`src/rtl/bp_be_dcache_pkg.sv`:
```
// Shared types for the D$ maintenance-packet arbiter: channel select, FSM states, mod-3 helper.
package bp_be_dcache_pkg;

    typedef enum logic [1:0] {
        e_sel_data = 2'd0,
        e_sel_tag  = 2'd1,
        e_sel_stat = 2'd2
    } bp_be_dcache_pkt_sel_e;

    typedef enum logic {
        e_idle = 1'b0,
        e_wait = 1'b1
    } bp_be_dcache_arb_state_e;

    // Operands are channel indices (0..2) plus an offset (0..2), so one subtraction suffices.
    function automatic logic [1:0] wrap3(input logic [2:0] v);
        return (v >= 3'd3) ? 2'(v - 3'd3) : v[1:0];
    endfunction

    function automatic int max3(input int a, input int b, input int c);
        int m;
        m = (a > b) ? a : b;
        return (m > c) ? m : c;
    endfunction

endpackage

```
`src/rtl/bp_be_rr_pick3.sv`:
```
// Purpose: 3-way rotating-priority picker; first eligible channel at or after ptr, mod 3.
// Latency: combinational.
// Backpressure: none; pure function of eligible and ptr.
module bp_be_rr_pick3
    import bp_be_dcache_pkg::*;
(
    input  logic [2:0] eligible,
    input  logic [1:0] ptr,
    output logic [1:0] winner,
    output logic       winner_v
);

    logic [1:0] idx;

    // Scan farthest offset first so the nearest eligible channel is the last to be written.
    always_comb begin
        winner   = 2'd0;
        winner_v = 1'b0;
        idx      = 2'd0;
        for (int k = 2; k >= 0; k--) begin
            idx = wrap3({1'b0, ptr} + 3'(k));
            if (eligible[idx]) begin
                winner   = idx;
                winner_v = 1'b1;
            end
        end
    end

endmodule

```
`src/rtl/bp_be_dcache_pkt_arbiter.sv`:
```
// Purpose: round-robin share of the single-ported D$ maintenance port among data/tag/stat packet streams.
// Latency: packet presented in the same cycle it is valid when idle; result visible the cycle after the response.
// Backpressure: packet held until cache_pkt_ready_i; yumi pulses only on the accepting cycle.
module bp_be_dcache_pkt_arbiter
    import bp_be_dcache_pkg::*;
#(
    parameter int data_pkt_width_p = 64,
    parameter int tag_pkt_width_p  = 48,
    parameter int stat_pkt_width_p = 16,
    parameter int block_width_p    = 512,
    parameter int ptag_width_p     = 28,
    parameter int stat_width_p     = 15,
    parameter int timeout_p        = 255,
    localparam int pkt_width_lp    = max3(data_pkt_width_p, tag_pkt_width_p, stat_pkt_width_p)
) (
    input  logic                        clk_i,
    input  logic                        reset_i,

    input  logic [data_pkt_width_p-1:0] data_pkt_i,
    input  logic                        data_pkt_v_i,
    output logic                        data_pkt_yumi_o,
    output logic [block_width_p-1:0]    data_o,

    input  logic [tag_pkt_width_p-1:0]  tag_pkt_i,
    input  logic                        tag_pkt_v_i,
    output logic                        tag_pkt_yumi_o,
    output logic [ptag_width_p-1:0]     tag_o,

    input  logic [stat_pkt_width_p-1:0] stat_pkt_i,
    input  logic                        stat_pkt_v_i,
    output logic                        stat_pkt_yumi_o,
    output logic [stat_width_p-1:0]     stat_o,

    input  logic                        crit_i,

    output logic [pkt_width_lp-1:0]     cache_pkt_o,
    output logic [1:0]                  cache_pkt_sel_o,
    output logic                        cache_pkt_v_o,
    input  logic                        cache_pkt_ready_i,

    input  logic                        cache_resp_v_i,
    input  logic [block_width_p-1:0]    cache_resp_i,

    output logic                        busy_o,
    output logic                        err_o
);

    localparam int cnt_width_lp = $clog2(timeout_p + 1);
    localparam logic [cnt_width_lp-1:0] timeout_lp = cnt_width_lp'(timeout_p);

    bp_be_dcache_arb_state_e state_r, state_n;
    bp_be_dcache_pkt_sel_e   sel_r;
    logic [1:0]              ptr_r;
    logic [cnt_width_lp-1:0] cnt_r;
    logic                    err_r;

    logic [2:0] eligible;
    logic [1:0] winner;
    logic       winner_v;
    logic       issue_win;
    logic       hs;
    logic       resp_in_wait;
    logic       wait_no_resp;

    // A critical fill locks out tag/stat traffic entirely.
    assign eligible = crit_i ? {2'b00, data_pkt_v_i}
                             : {stat_pkt_v_i, tag_pkt_v_i, data_pkt_v_i};

    bp_be_rr_pick3 pick (
        .eligible (eligible),
        .ptr      (ptr_r),
        .winner   (winner),
        .winner_v (winner_v)
    );

    assign resp_in_wait = (state_r == e_wait) & cache_resp_v_i;
    assign wait_no_resp = (state_r == e_wait) & ~cache_resp_v_i;

    always_comb begin
        state_n         = state_r;
        issue_win       = 1'b0;
        cache_pkt_v_o   = 1'b0;
        cache_pkt_o     = '0;
        cache_pkt_sel_o = winner;
        hs              = 1'b0;
        data_pkt_yumi_o = 1'b0;
        tag_pkt_yumi_o  = 1'b0;
        stat_pkt_yumi_o = 1'b0;

        // Reset gating keeps the D$ port quiet while reset is held, independent of clk.
        issue_win     = ~reset_i & ((state_r == e_idle) | resp_in_wait);
        cache_pkt_v_o = issue_win & winner_v;
        hs            = cache_pkt_v_o & cache_pkt_ready_i;

        case (winner)
            e_sel_data: cache_pkt_o[data_pkt_width_p-1:0] = data_pkt_i;
            e_sel_tag:  cache_pkt_o[tag_pkt_width_p-1:0]  = tag_pkt_i;
            e_sel_stat: cache_pkt_o[stat_pkt_width_p-1:0] = stat_pkt_i;
            default:    cache_pkt_o = '0;
        endcase

        data_pkt_yumi_o = hs & (winner == e_sel_data);
        tag_pkt_yumi_o  = hs & (winner == e_sel_tag);
        stat_pkt_yumi_o = hs & (winner == e_sel_stat);

        case (state_r)
            e_idle:  if (hs) state_n = e_wait;
            e_wait:  if (hs) state_n = e_wait;
                     else if (cache_resp_v_i) state_n = e_idle;
            default: state_n = e_idle;
        endcase
    end

    always_ff @(posedge clk_i or posedge reset_i) begin
        if (reset_i) begin
            state_r <= e_idle;
            sel_r   <= e_sel_data;
            ptr_r   <= 2'd0;
        end else begin
            state_r <= state_n;
            if (hs) begin
                sel_r <= bp_be_dcache_pkt_sel_e'(winner);
                if (!crit_i) ptr_r <= wrap3({1'b0, winner} + 3'd1);
            end
        end
    end

    always_ff @(posedge clk_i or posedge reset_i) begin
        if (reset_i) begin
            data_o <= '0;
            tag_o  <= '0;
            stat_o <= '0;
        end else if (resp_in_wait) begin
            case (sel_r)
                e_sel_data: data_o <= cache_resp_i;
                e_sel_tag:  tag_o  <= cache_resp_i[ptag_width_p-1:0];
                e_sel_stat: stat_o <= cache_resp_i[stat_width_p-1:0];
                default:    ;
            endcase
        end
    end

    // The FSM keeps waiting past the timeout; err_o only flags it.
    always_ff @(posedge clk_i or posedge reset_i) begin
        if (reset_i) begin
            cnt_r <= '0;
            err_r <= 1'b0;
        end else begin
            if (hs) cnt_r <= '0;
            else if (wait_no_resp && cnt_r != timeout_lp) cnt_r <= cnt_r + cnt_width_lp'(1);
            if (wait_no_resp && cnt_r == timeout_lp - cnt_width_lp'(1)) err_r <= 1'b1;
        end
    end

    assign busy_o = (state_r == e_wait);
    assign err_o  = err_r;

endmodule

```
`config.mk`:
```
export PLATFORM = sky130hd
export DESIGN_NAME = bp_be_dcache_pkt_arbiter
export DESIGN_NICKNAME = d
export VERILOG_FILES = /design/src/rtl/bp_be_dcache_pkg.sv /design/src/rtl/bp_be_rr_pick3.sv /design/src/rtl/bp_be_dcache_pkt_arbiter.sv
export SDC_FILE = /design/constraint.sdc
export NUM_CORES = 1
export LEC_CHECK = 0
export ABC_AREA = 1
export CAP_MARGIN = 10
export CELL_PAD_IN_SITES_DETAIL_PLACEMENT = 1
export CELL_PAD_IN_SITES_GLOBAL_PLACEMENT = 2
export CORE_AREA = 2 2 494 496
export DETAILED_ROUTE_END_ITERATION = 10
export DIE_AREA = 0 0 496 498
export GPL_TIMING_DRIVEN = 0
export PLACE_DENSITY_LB_ADDON = 0.2
export SYNTH_ARGS = -nofsm -noshare
export SYNTH_HDL_FRONTEND = slang
export SYNTH_HIERARCHICAL = 1
export SYNTH_SLANG_ARGS = --single-unit
```
`constraint.sdc`:
```
create_clock -name clk_i -period 26.3 [get_ports clk_i]
set_input_delay 5.26 -clock clk_i [delete_from_list [all_inputs] [get_ports clk_i]]
set_output_delay 5.26 -clock clk_i [all_outputs]
set_load 0.03 [all_outputs]
```
==> results of run 1 <==
-- cells by family (layout without fill, tap and decap cells) --
family,Yosys count,count (layout),synth area share (%)
adders and majority gates,10,10,0.533
and+or+nand+nor,741,741,12.2
AOI/OAI and AO/OA,601,601,13.4
xor gates and xnor gates,2,2,0.0747
other,0,8,0
DFF,569,569,60.7
buffers and inverters,716,2151,13.1
-- power breakdown --
group	internal [mW]	switching [mW]
logic	1.08	1.89
registers	1.27	0.236
clock network	0.707	0.494
total	3.06	2.62
-- path summary, 6_finish.rpt --
kind / end / slack (ps) / cells after the start
setup reg to reg: cnt_r[4] / 23950 / 12
hold / removal: tag_o[17] / 480 / 2
setup / recovery: cache_pkt_o[50] / 11500 / 16
hold reg to reg: tag_o[17] / 480 / 2
min in group asynchronous: data_o[355] / 5040 / 2
max in group asynchronous: data_o[96] / 19660 / 4
-- registers in the layout, indices dropped and copies added, names as in the netlist --
register  cells
data_o      512
tag_o        28
stat_o       15
cnt_r         8
ptr_r         2
sel_r         2
busy_o        1
err_o         1
-- tightest hold or removal path, delay by kind of cell, from the launching register on --
| family | cells | cell delay (ps) |
|---|---|---|
| DFF | 1 | 340 |
| AOI/OAI and AO/OA | 1 | 60 |
| and+or+nand+nor | 1 | 50 |
-- cell type report --
cell class	count	area share (%)
sequential	569	32.9
timing repair buffer	1281	29.9
multi-input combinational	1354	14.2
tap	3202	9.26
clock buffer	133	5.90
inverter	577	5.02
buffer	139	2.09
clock inverter	21	0.619
antenna	8	0.0463
-- synthesized netlist by cell type (all sizes together) --
| library cell | n | share of area, % |
|---|---|---|
| a22o | 32 | 1.2 |
| o21ai | 564 | 12 |
| xor2 | 2 | 0.075 |
| buf | 80 | 2.9 |
| nand2 | 684 | 11 |
| dfrtp | 569 | 61 |
| a21oi | 2 | 0.059 |
| clkbuf | 59 | 0.94 |
| nand3 | 34 | 0.82 |
| nor3 | 1 | 0.021 |
| nand3b | 3 | 0.096 |
| nor2 | 16 | 0.27 |
| o22ai | 1 | 0.027 |
| ha | 10 | 0.53 |
| o21bai | 2 | 0.064 |
| inv | 577 | 9.2 |
| nand4 | 3 | 0.080 |
-- per-layer routing --
metal	GRT usage [%]	routed length (um)
met5	0	117
met4	3.61	3910
met3	6.16	18200
met2	24.4	87200
met1	13.9	61200
==> qor.csv, run 1 <==
stage,metric,value,unit
status,status,"complete, no violations",
floorplan,Die Y,498,um
timing,hold slack,480,ps
yosys,Syn Area/Cell,8.89,um^2
detailed_routing,Initial DRC Count,876,
placed_design,Cells after DPL,7122,
finish,share of layout cells above drive strength 1,5.35,%
yosys,post-synthesis sequential area ratio,60.7,%
finish,FILL cells,28300,
floorplan,Top-Level Pins,1275,
clocking,CTS Buffer Depth,3,
timing,Worst-Margin Slew,1080,ps
global_route,largest net degree at the start of global routing,101,
clocking,CTS tree,done,
finish,"commonest non-fill, non-tap cell in the layout",clkdlybuf4s50_1,
finish,fin nets,4667,
power,Power Dens Cells,131,mW/mm^2
global_route,first-pass GRT wire length,228,mm
worst_hold_path,hold wc startpoint,tag_o[17],
setup_path,crit-path leading delay family,buffers and inverters,
floorplan,chip width,496,um
setup_path,worst path bufs/invs,7,
setup_path,critical path launch point,crit_i,
clocking,Sink Count,569,
yosys,Post-Synthesis Cells,2639,
floorplan,core area,0.242,mm^2
power,Final Power,5.68,mW
setup_path,Startpoint Class,primary input,
setup_path,crit path capture type,output pin,
timing,Setup TNS Final,0,ps
setup_path,required time worst endpoint,21040,ps
detailed_routing,routed vias,23200,
power,Pleak,19.8,nW
global_route,vias in the first global route,25300,
floorplan,DIE AREA,0.247,mm^2
clocking,H-tree depth,3,
timing,endpoints failing hold,0,
clocking,Num CTS Buffers,87,
detailed_routing,DR WL/cell,23.4,um
clocking,root buffer cell,clkbuf_16,
finish,most frequent cells in the layout,"clkdlybuf4s50_1 (1274), nand2_1 (683), inv_1 (571)",
placed_design,port bufs,1274,
global_route,total track usage,13.5,%
timing,Pins Over Slew Limit,0,
finish,Layout area overhead,84.4,%
timing,period utilization,56.3,%
setup_path,Crit Path Class,in -> out,
detailed_routing,Routed Antenna Nets,0,
timing,final setup margin,11500,ps
placed_design,Placed Area,0.0404,mm^2
clocking,Skew-Pair Late Insertion Delay,700,ps
detailed_routing,WL final,171,mm
timing,RSZ-0062 raised after global routing,no,
yosys,Post-Syn Nets,3297,
finish,Util after Layout,17.9,%
clocking,Post-CTS Hold Fix Bufs,0,
timing,min cycle time layout,14800,ps
timing,Max Clk Rate,67.6,MHz
timing,final setup fails,0,
setup_path,crit path DAT,9540,ps
detailed_routing,vias per std cell,3.19,
yosys,synthesis-stage register bit count,569,
power,worst vdd ir,50.4,uV
yosys,Synth Cell Area,0.0235,mm^2
yosys,yosys warns,6,
setup_path,CP peak stage delay,850,ps
floorplan,initial core utilization,9.70,%
finish,multi-input logic area,0.00615,mm^2
worst_hold_path,worst hold path type,reg -> reg,
setup_path,launch point of the worst reg-to-reg path,ptr_r[0],
setup_path,Worst Path Max Fanout,10,
global_route,GR Overflow Total,0,
placed_design,routability cong.,0.796,
finish,Finished Layout Cells,7284,
setup_path,crit path cell chain,clkdlybuf4s50_1 -> nor2_1 -> inv_2 -> nand2_1 -> nand3_2 -> nand3_2 -> nand2_1 -> nand2_1 -> nand2_1 -> inv_1 -> ha_1 -> buf_2 -> buf_1 -> nand2_1 -> inv_1 -> clkdlybuf4s50_1,
placed_design,post-placement setup slack,11330,ps
detailed_routing,DRT Pass-1 Iters,4,
timing,worst clock skew,25.7,ps
clocking,postcts setup bufs,0,
global_route,initial antenna violation count,58,
timing,relative slew slack,28.2,%
clocking,Clock transition at path regs,50,ps
clocking,cts repair resizes,0,
flow_run,max-cap violation count,0,
setup_path,Slowest cell on crit path,buf_1,
floorplan,row cnt,181,
detailed_routing,DR DRC count,0,
finish,Final Instance Area,0.0433,mm^2
finish,sequential standard cell area,0.0142,mm^2
placed_design,DP HPWL,139,mm
setup_path,Critical Path Most Common Cell,nand2_1,
yosys,Yosys cell types,27,
(Power assumes the default switching activity.)
==> inputs of run 2 (changes only) <==
clock period = 15.4 ns   (was 26.3 ns; I/O delays follow)
==> run 2 against run 1 <==
  * Total power up 73%
  * Via count is 0.10% higher
  * Register-to-register slack got worse by 11000 ps
  * Routed wire length is 0.58% higher
  * Critical path type unchanged
==> qor.csv, run 2 (synthesis results as in run 1) <==
stage,metric,value,unit
global_route,largest net degree at the start of global routing,35,
detailed_routing,WL final,172,mm
finish,FILL cells,28300,
status,status,"complete, no violations",
finish,Layout area overhead,86.4,%
floorplan,chip width,496,um
timing,endpoints failing hold,0,
timing,Worst-Margin Slew,1180,ps
timing,Max Clk Rate,94.8,MHz
finish,Util after Layout,18.1,%
power,Pleak,20.0,nW
detailed_routing,Initial DRC Count,913,
clocking,postcts setup bufs,0,
timing,final setup fails,0,
power,Final Power,9.81,mW
timing,relative slew slack,21.2,%
clocking,Skew-Pair Late Insertion Delay,730,ps
finish,share of layout cells above drive strength 1,6.03,%
clocking,Num CTS Buffers,90,
setup_path,Crit Path Class,in -> out,
setup_path,Startpoint Class,primary input,
global_route,GR Overflow Total,0,
timing,Pins Over Slew Limit,0,
clocking,H-tree depth,3,
timing,period utilization,68.5,%
clocking,cts repair resizes,0,
detailed_routing,DRT Pass-1 Iters,4,
worst_hold_path,Hold Path Depth,1,
worst_hold_path,hold wc startpoint,err_o,
floorplan,initial core utilization,9.70,%
clocking,Clock transition at path regs,50,ps
global_route,vias in the first global route,25700,
floorplan,Die Y,498,um
placed_design,post-placement setup slack,4690,ps
placed_design,port bufs,1274,
setup_path,Worst Path Max Fanout,10,
finish,Largest register FFs,512,
floorplan,core area,0.242,mm^2
placed_design,Cells after DPL,7135,
floorplan,DIE AREA,0.247,mm^2
timing,Setup TNS Final,0,ps
global_route,first-pass GRT wire length,229,mm
power,Power Dens Cells,224,mW/mm^2
floorplan,row cnt,181,
setup_path,worst reg2reg endpoint,cnt_r[7],
clocking,root buffer cell,clkbuf_16,
clocking,Post-CTS Hold Fix Bufs,0,
finish,fin nets,4683,
detailed_routing,DR WL/cell,23.5,um
power,worst vdd ir,85.4,uV
finish,"commonest non-fill, non-tap cell in the layout",clkdlybuf4s50_1,
worst_hold_path,Min-Delay Endpoint,err_o,
timing,min cycle time layout,10550,ps
finish,Largest Register,data_o,
timing,RSZ-0062 raised after global routing,no,
flow_run,max-cap violation count,0,
clocking,CTS tree,done,
finish,sequential standard cell area,0.0142,mm^2
timing,hold slack,478,ps
timing,final setup margin,4850,ps
global_route,initial antenna violation count,70,
detailed_routing,routed vias,23200,
setup_path,Worst R2R Path Depth,13,
detailed_routing,Routed Antenna Nets,0,
floorplan,Top-Level Pins,1275,
setup_path,launch point of the worst reg-to-reg path,ptr_r[0],
detailed_routing,DR DRC count,0,
placed_design,routability cong.,0.783,
finish,Finished Layout Cells,7315,
finish,multi-input logic area,0.00615,mm^2
setup_path,reg2reg setup slack,13040,ps
placed_design,Placed Area,0.0406,mm^2
worst_hold_path,worst hold path type,reg -> reg,
finish,most frequent cells in the layout,"clkdlybuf4s50_1 (1274), nand2_1 (683), inv_1 (571)",
clocking,CTS Buffer Depth,3,
clocking,Sink Count,569,
detailed_routing,vias per std cell,3.18,
finish,Final Instance Area,0.0437,mm^2
global_route,total track usage,13.6,%
setup_path,crit path capture type,output pin,
setup_path,required time worst endpoint,12320,ps
finish,Top Registers,"data_o x512, tag_o x28, stat_o x15",
timing,worst clock skew,35.2,ps
placed_design,DP HPWL,142,mm
setup_path,crit path DAT,7470,ps
## run 2: cell count changes in the layout (fill, tap and decap cells not counted), sizes merged
cell,delta
clkbuf,+3
inv,-3
diode,+10
clkinvlp,+1
buf,+13
clkinv,+7
## run 2: per-layer routing
| metal | wire, um | global-route usage, % | vias to the layer above |
|---|---|---|---|
| met5 | 66 | 0 | - |
| met4 | 5500 | 4.51 | 12 |
| met3 | 19400 | 6.83 | 258 |
| met2 | 85800 | 23.9 | 1003 |
| met1 | 60900 | 13.8 | 11100 |
| li1 | - | - | 10800 |
## run 2: final cells by class
| cell class | count | share of cell area [%] |
|---|---|---|
| Timing Repair Buffer | 1294 | 30.1 |
| Tap cell | 3202 | 9.16 |
| Clock inverter | 26 | 0.767 |
| Sequential cell | 569 | 32.6 |
| Multi-Input combinational cell | 1354 | 14.1 |
| Clock buffer | 136 | 6.22 |
| Inverter | 577 | 4.96 |
| Antenna cell | 18 | 0.103 |
| Buffer | 139 | 2.06 |
## run 2: worst max-delay path: stages
cell             delay (ps)
clkdlybuf4s50_1         540
nor2_1                  470
nand2_1                  90
o21ai_1                 130
nand2_1                  90
nand3_1                  80
nand2_1                 150
inv_1                   190
ha_1                    250
buf_2                   450
buf_1                   740
a22o_1                  350
clkdlybuf4s50_1         810
## run 2: how the worst max path moves through the flow
stage	from	end	slack, ps	cells past startpoint
floorplan	reset_i	data_pkt_yumi_o	220	6
global placement	reset_i	data_pkt_yumi_o	-7630	8
detailed placement	crit_i	cache_pkt_o[11]	4690	16
CTS	crit_i	cache_pkt_o[11]	4680	16
global route	crit_i	cache_pkt_o[50]	4600	14
finish	crit_i	cache_pkt_o[47]	4850	13
## run 2: power by group
part	internal, mW	switching [mW]	total [mW]
sequential	2.18	0.397	2.57
clock	1.29	0.865	2.15
combinational	1.84	3.24	5.08
total	5.31	4.50	9.81
